==> src/rtl/sc_sng_bank_if.sv <==
// -----------------------------------------------------------------------------
// sc_sng_bank_if
// Bundles the stream control inputs and the bitstream outputs of sc_sng_bank.
//   master : stream controller (drives start/abort/enable/mode/bound/values,
//            observes bits/valid/busy/done/rnd)
//   slave  : the SNG bank itself
// Parameters N and CHANNELS must match the sc_sng_bank instance.
// -----------------------------------------------------------------------------
interface sc_sng_bank_if #(
  parameter int N        = 10,
  parameter int CHANNELS = 4
);
  logic                  start;
  logic                  abort;
  logic                  enable;
  logic [1:0]            mode;
  logic [N-1:0]          bound;
  logic [CHANNELS*N-1:0] values;
  logic [CHANNELS-1:0]   bits;
  logic                  valid;
  logic                  busy;
  logic                  done;
  logic [N-1:0]          rnd;

  modport master (
    output start, abort, enable, mode, bound, values,
    input  bits, valid, busy, done, rnd
  );

  modport slave (
    input  start, abort, enable, mode, bound, values,
    output bits, valid, busy, done, rnd
  );
endinterface

==> src/rtl/sc_sng_bank.sv <==
// -----------------------------------------------------------------------------
// sc_sng_bank
// Multi-channel stochastic number generator. A shared N-bit source (counter,
// bit-reversed counter or Fibonacci LFSR) is compared against CHANNELS latched
// values; bit i is 1 while value_i > source, giving unipolar bitstreams of
// bound+1 bits each.
// Ports:
//   clk  - system clock, rising edge
//   rst  - asynchronous active-high reset
//   bus  - sc_sng_bank_if.slave:
//          start/abort/enable, mode, bound, values  (inputs)
//          bits, valid, busy, done, rnd             (outputs, all registered)
// -----------------------------------------------------------------------------
module sc_sng_bank #(
  parameter int           N         = 10,
  parameter int           CHANNELS  = 4,
  parameter logic [N-1:0] LFSR_TAPS = 10'h240,
  parameter logic [N-1:0] LFSR_SEED = 1
) (
  input logic            clk,
  input logic            rst,
  sc_sng_bank_if.slave   bus
);

  localparam logic [N-1:0] ONE  = 1;
  // An all-zero LFSR would lock up, so a zero seed is promoted to 1.
  localparam logic [N-1:0] SEED = (LFSR_SEED == '0) ? ONE : LFSR_SEED;

  typedef enum logic {IDLE, RUN} state_e;

  typedef enum logic [1:0] {
    MODE_CNT  = 2'd0,
    MODE_REV  = 2'd1,
    MODE_LFSR = 2'd2
  } mode_e;

  state_e                state_q;
  mode_e                 mode_q;
  logic [N-1:0]          bound_q;
  logic [CHANNELS*N-1:0] values_q;
  logic [N-1:0]          counter_q;
  logic [N-1:0]          lfsr_q;
  logic [CHANNELS-1:0]   bits_q;
  logic                  valid_q;
  logic                  done_q;
  logic [N-1:0]          rnd_q;

  logic [N-1:0]          rev_d;
  logic [N-1:0]          src_d;
  logic [CHANNELS-1:0]   bits_d;
  logic [N-1:0]          lfsr_d;

  // Source selection and channel comparators.
  // NOTE: every variable assigned in always_comb gets a default first, so no
  // path can leave it unassigned and infer a latch.
  always_comb begin
    rev_d  = '0;
    src_d  = '0;
    bits_d = '0;
    for (int j = 0; j < N; j++) begin
      rev_d[j] = counter_q[N-1-j];
    end
    unique case (mode_q)
      MODE_CNT:  src_d = counter_q;
      MODE_LFSR: src_d = lfsr_q;
      default:   src_d = rev_d;
    endcase
    for (int i = 0; i < CHANNELS; i++) begin
      bits_d[i] = values_q[i*N +: N] > src_d;
    end
    lfsr_d = {lfsr_q[N-2:0], ^(lfsr_q & LFSR_TAPS)};
  end

  // Control FSM with registered outputs.
  // NOTE: sequential state uses non-blocking assignments so every register
  // samples pre-edge values regardless of statement order.
  always_ff @(posedge clk or posedge rst) begin
    if (rst) begin
      state_q   <= IDLE;
      mode_q    <= MODE_CNT;
      bound_q   <= '0;
      values_q  <= '0;
      counter_q <= '0;
      lfsr_q    <= SEED;
      bits_q    <= '0;
      valid_q   <= 1'b0;
      done_q    <= 1'b0;
      rnd_q     <= '0;
    end else begin
      unique case (state_q)
        IDLE: begin
          valid_q <= 1'b0;
          done_q  <= 1'b0;
          if (bus.start) begin
            values_q  <= bus.values;
            bound_q   <= bus.bound;
            // Mode 3 is an alias of the bit-reversed counter.
            mode_q    <= (bus.mode == 2'd3) ? MODE_REV : mode_e'(bus.mode);
            counter_q <= '0;
            lfsr_q    <= SEED;
            state_q   <= RUN;
          end
        end

        RUN: begin
          if (bus.abort) begin
            valid_q   <= 1'b0;
            done_q    <= 1'b0;
            counter_q <= '0;
            state_q   <= IDLE;
          end else if (bus.enable) begin
            bits_q  <= bits_d;
            rnd_q   <= src_d;
            valid_q <= 1'b1;
            if (counter_q == bound_q) begin
              // Last bit: done rides with it and busy drops on the same edge.
              counter_q <= '0;
              done_q    <= 1'b1;
              state_q   <= IDLE;
            end else begin
              counter_q <= counter_q + ONE;
              done_q    <= 1'b0;
              if (mode_q == MODE_LFSR) begin
                lfsr_q <= lfsr_d;
              end
            end
          end else begin
            // Stall: bits and rnd keep presenting the last sample.
            valid_q <= 1'b0;
            done_q  <= 1'b0;
          end
        end

        default: state_q <= IDLE;
      endcase
    end
  end

  assign bus.bits  = bits_q;
  assign bus.valid = valid_q;
  assign bus.done  = done_q;
  assign bus.rnd   = rnd_q;
  assign bus.busy  = (state_q == RUN);

endmodule

==> src/flat_wrapper.sv <==
// flat-port wrapper written by rule: the top's interface ports become plain ports
module sc_sng_bank_flat 
#(
  parameter int           N         = 10,
  parameter int           CHANNELS  = 4,
  parameter logic [N-1:0] LFSR_TAPS = 10'h240,
  parameter logic [N-1:0] LFSR_SEED = 1
)
  (clk, rst, bus_start, bus_abort, bus_enable, bus_mode, bus_bound, bus_values, bus_bits, bus_valid, bus_busy, bus_done, bus_rnd);
  sc_sng_bank_if #(.N(N), .CHANNELS(CHANNELS)) bus_i ();
  input logic clk;
  input logic rst;
  input wire logic [$bits(bus_i.start)-1:0] bus_start;
  input wire logic [$bits(bus_i.abort)-1:0] bus_abort;
  input wire logic [$bits(bus_i.enable)-1:0] bus_enable;
  input wire logic [$bits(bus_i.mode)-1:0] bus_mode;
  input wire logic [$bits(bus_i.bound)-1:0] bus_bound;
  input wire logic [$bits(bus_i.values)-1:0] bus_values;
  output wire logic [$bits(bus_i.bits)-1:0] bus_bits;
  output wire logic [$bits(bus_i.valid)-1:0] bus_valid;
  output wire logic [$bits(bus_i.busy)-1:0] bus_busy;
  output wire logic [$bits(bus_i.done)-1:0] bus_done;
  output wire logic [$bits(bus_i.rnd)-1:0] bus_rnd;
  assign bus_i.start = bus_start;
  assign bus_i.abort = bus_abort;
  assign bus_i.enable = bus_enable;
  assign bus_i.mode = bus_mode;
  assign bus_i.bound = bus_bound;
  assign bus_i.values = bus_values;
  assign bus_bits = bus_i.bits;
  assign bus_valid = bus_i.valid;
  assign bus_busy = bus_i.busy;
  assign bus_done = bus_i.done;
  assign bus_rnd = bus_i.rnd;
  sc_sng_bank #(.N(N), .CHANNELS(CHANNELS), .LFSR_TAPS(LFSR_TAPS), .LFSR_SEED(LFSR_SEED)) u_core (.clk(clk), .rst(rst), .bus(bus_i));
endmodule
==> config.mk <==
export PLATFORM = sky130hd
export DESIGN_NAME = sc_sng_bank_flat
export DESIGN_NICKNAME = d
export VERILOG_FILES = /design/src/rtl/sc_sng_bank_if.sv /design/src/rtl/sc_sng_bank.sv /design/src/flat_wrapper.sv
export SDC_FILE = /design/constraint.sdc
export NUM_CORES = 1
export LEC_CHECK = 0
export CORE_UTILIZATION = 52
export DETAILED_ROUTE_END_ITERATION = 7
export GPL_ROUTABILITY_DRIVEN = 1
export PLACE_DENSITY = 0.85
export SKIP_CTS_REPAIR_TIMING = 1
export SLEW_MARGIN = 20
export SYNTH_ARGS = -nofsm -noshare
export SYNTH_HDL_FRONTEND = slang
export SYNTH_SLANG_ARGS = --single-unit
==> constraint.sdc <==
create_clock -name clk -period 4 [get_ports clk]
set_input_delay 0.4 -clock clk [delete_from_list [all_inputs] [get_ports clk]]
set_output_delay 0.4 -clock clk [all_outputs]
set_load 0.03 [all_outputs]
==> reports/results.tsv <==
stage	metric	value	unit
outcome	status	finished with violations	
outcome	failing checks	design-rule violations	
sta	fmax	325.3	MHz
sta	Worst-Margin Slew	1.239	ns
grt	initial antenna violation count	0	
detailed_routing	drt drc	2	
logic_synthesis	Post-synth EDFFs	0	
final_layout	share of layout cells above drive strength 1	5.074	%
grt	gr ovfl total	0	
pwr	PwrDens	467.1	nW/µm²
min_path	worst hold-check path type	in -> async	
sta	relative slew slack	16.53	%
sta	Final Setup Violations	0	
logic_synthesis	Post-Synthesis Cells	546	
logic_synthesis	Distinct cells, synth	47	
logic_synthesis	largest area contributor in the netlist	dfrtp_1	
detailed_routing	WL/cell	17.18	µm
clock_tree	Max clock buf depth	2	
detailed_routing	vias	4164	
logic_synthesis	Synth Register Bits	89	
setup_path	CP Max Fanout	12	
sta	Hold Vio Cnt, Final	0	
clock_tree	Num Clock Sinks	89	
logic_synthesis	Async S/R FF share, synth	100.0	%
die	Die Y	98.01	µm
pwr	Worst IR Drop VDD	0.2953	mV
detailed_routing	DRT iter0 DRCs	257	
die	IO Count	74	
setup_path	Worst Path Required	4.27	ns
sta	Hold Slack	0.3434	ns
setup_path	Critical Path AT	3.35	ns
logic_synthesis	post-synthesis sequential area ratio	46.49	%
clock_tree	CTS tree	done	
die	core footprint	8806	µm²
clock_tree	CTS root buf	clkbuf_8	
sta	setup TNS	0	ns
placed_design	gpl congestion	0.9573	
logic_synthesis	largest cells by area after synthesis	dfrtp_1 46%, nand2_1 15%, ha_1 8.6%	
final_layout	most frequent cells in the layout	196 x nand2_1, 88 x dfrtp_1, 73 x clkdlybuf4s50_1	
grt	GRT Total Usage	27.63	%
clock_tree	H-tree depth	3	
logic_synthesis	share of the synthesized area in the top cell type	45.94	%
die	die area	9606	µm²
detailed_routing	vias per inst	5.791	
detailed_routing	WL final	12350	µm
die	die span in x	98.01	µm
logic_synthesis	Post-Syn Nets	636	
die	FP Rows	34	
final_layout	Synth-to-Final Area Change	21.98	%
final_layout	Final #Nets	697	
sta	Slew Limit Fails	0	
clock_tree	TritonCTS buffer count	9	
grt	vias in the first global route	4184	
detailed_routing	Pre-antenna DRT Iters	7	
clock_tree	CTS clock-pin slew for the worst setup and hold paths	0.09	ns
sta	period utilisation layout	76.86	%
die	Initial Util	54.43	%
sta	RSZ-0062 raised after global routing	no	
grt	largest net degree at the start of global routing	58	
placed_design	DP HPWL	8618	µm
logic_synthesis	cell area after synthesis	4793	µm²
logic_synthesis	Synth Flop Type	dfrtp_1	
logic_synthesis	syn_area_per_cell	8.779	µm²
pwr	Static Leak	2.713	nW
sta	worst-case clock skew	0.01221	ns
clock_tree	clk_lat worst skew	0.37	ns
grt	global-route wire length before repair	20840	µm
sta	fin crit period	3.074	ns
logic_synthesis	YS warnings	0	
final_layout	commonest non-fill, non-tap cell in the layout	nand2_1	
setup_path	crit path kind	reg -> reg	
placed_design	IO buf count	73	
run	maxcap violations	0	
setup_path	CP endpoint kind	flop	
detailed_routing	Antenna Nets Post-Route	0	
setup_path	Worst setup SP type	flop	
final_layout	# diodes	0	
[metal layers]
metal  share of wire, %  GRT usage [%]
met5                  0              0
met4                2.3          9.207
met3                7.2          6.228
met2                 48          44.47
met1                 42          37.06
[logic make-up (layout without fill, tap and decap cells)]
logic type / count (synthesis) / in the layout / share of synthesized area [%]
compound gates: 85 / 85 / 11.51
xor+xnor: 19 / 19 / 3.472
fa+ha+maj: 36 / 36 / 9.241
buf+inv: 43 / 108 / 3.732
flops: 89 / 89 / 46.49
mux: 14 / 14 / 3.289
simple gates: 260 / 260 / 22.27
[per-stage QoR]
step           cell area (µm²)  instances  util [%]  setup slack [ns]  power (mW)
6_report                  5847        719     66.40            0.9258       2.731
5_1_grt                   5847        719     66.40            0.8248       2.873
4_1_cts                   5842        719     66.34            0.9774       2.726
3_5_place_dp              5585        704     63.43             1.087       1.928
3_3_place_gp              5585        704     63.43             1.180       1.883
2_1_floorplan             4793        546         -             1.295       1.656
[critical path, stage by stage (launching register included)]
cell and delay, ns:
dfrtp_1 0.72, mux2i_1 0.27, nor2_1 0.06, a21oi_1 0.45, ha_1 0.24, nand2_1 0.08
nor2_1 0.23, nand3_1 0.16, or4_1 0.53, a211oi_1 0.26
[cells in the mapped netlist, types with 4 or more instances]
library cell  count
nand2_1         196
dfrtp_1          88
ha_1             33
nor2_1           24
a21oi_1          20
clkbuf_1         18
o21ai_0          18
inv_1            15
nand3_1          13
mux2i_1          12
o22ai_1          11
xor2_1           10
xnor2_1           9
a31oi_1           8
nor4_1            6
buf_1             5
nand4_1           5
a211oi_1          4
nor2b_1           4
or4_1             4
[final timing paths]
path	cells after the start	slack (ns)	endpoint	from
setup / recovery	9	0.93	u_core.bus.bits[1]	u_core.mode_q[1]
hold / removal	2	0.34	u_core.values_q[2]	rst
setup reg to reg	9	0.93	u_core.bus.bits[1]	u_core.mode_q[1]
hold reg to reg	2	0.50	u_core.values_q[12]	u_core.values_q[12]
max in group asynchronous	3	2.81	u_core.lfsr_q[0]	rst
min in group clk	2	0.50	u_core.values_q[12]	u_core.values_q[12]
[flip-flops by register name (all words and copies together) (netlist names)]
name and flops:
u_core.values_q 40, u_core.bus.rnd 10, u_core.mode_q 2, u_core.lfsr_q 10
u_core.bus.busy 1, u_core.bus.bits 4, u_core.counter_q 10, u_core.bus.valid 1
u_core.bound_q 10, u_core.bus.done 1
[cell type report]
cell class | instances | area, µm²
Fill cell | 694 | 2959
Sequential cell | 89 | 2228
Multi-Input combinational cell | 414 | 2401
Clock buffer | 10 | 127.6
Tap cell | 108 | 135.1
Timing Repair Buffer | 78 | 768.2
Inverter | 15 | 57.56
Clock inverter | 5 | 128.9
[power by group]
| part | switching, mW | internal, mW |
|---|---|---|
| combinational | 0.418 | 0.324 |
| sequential | 0.142 | 1.04 |
| clock | 0.326 | 0.476 |
Power figures use the tool's default switching activity.
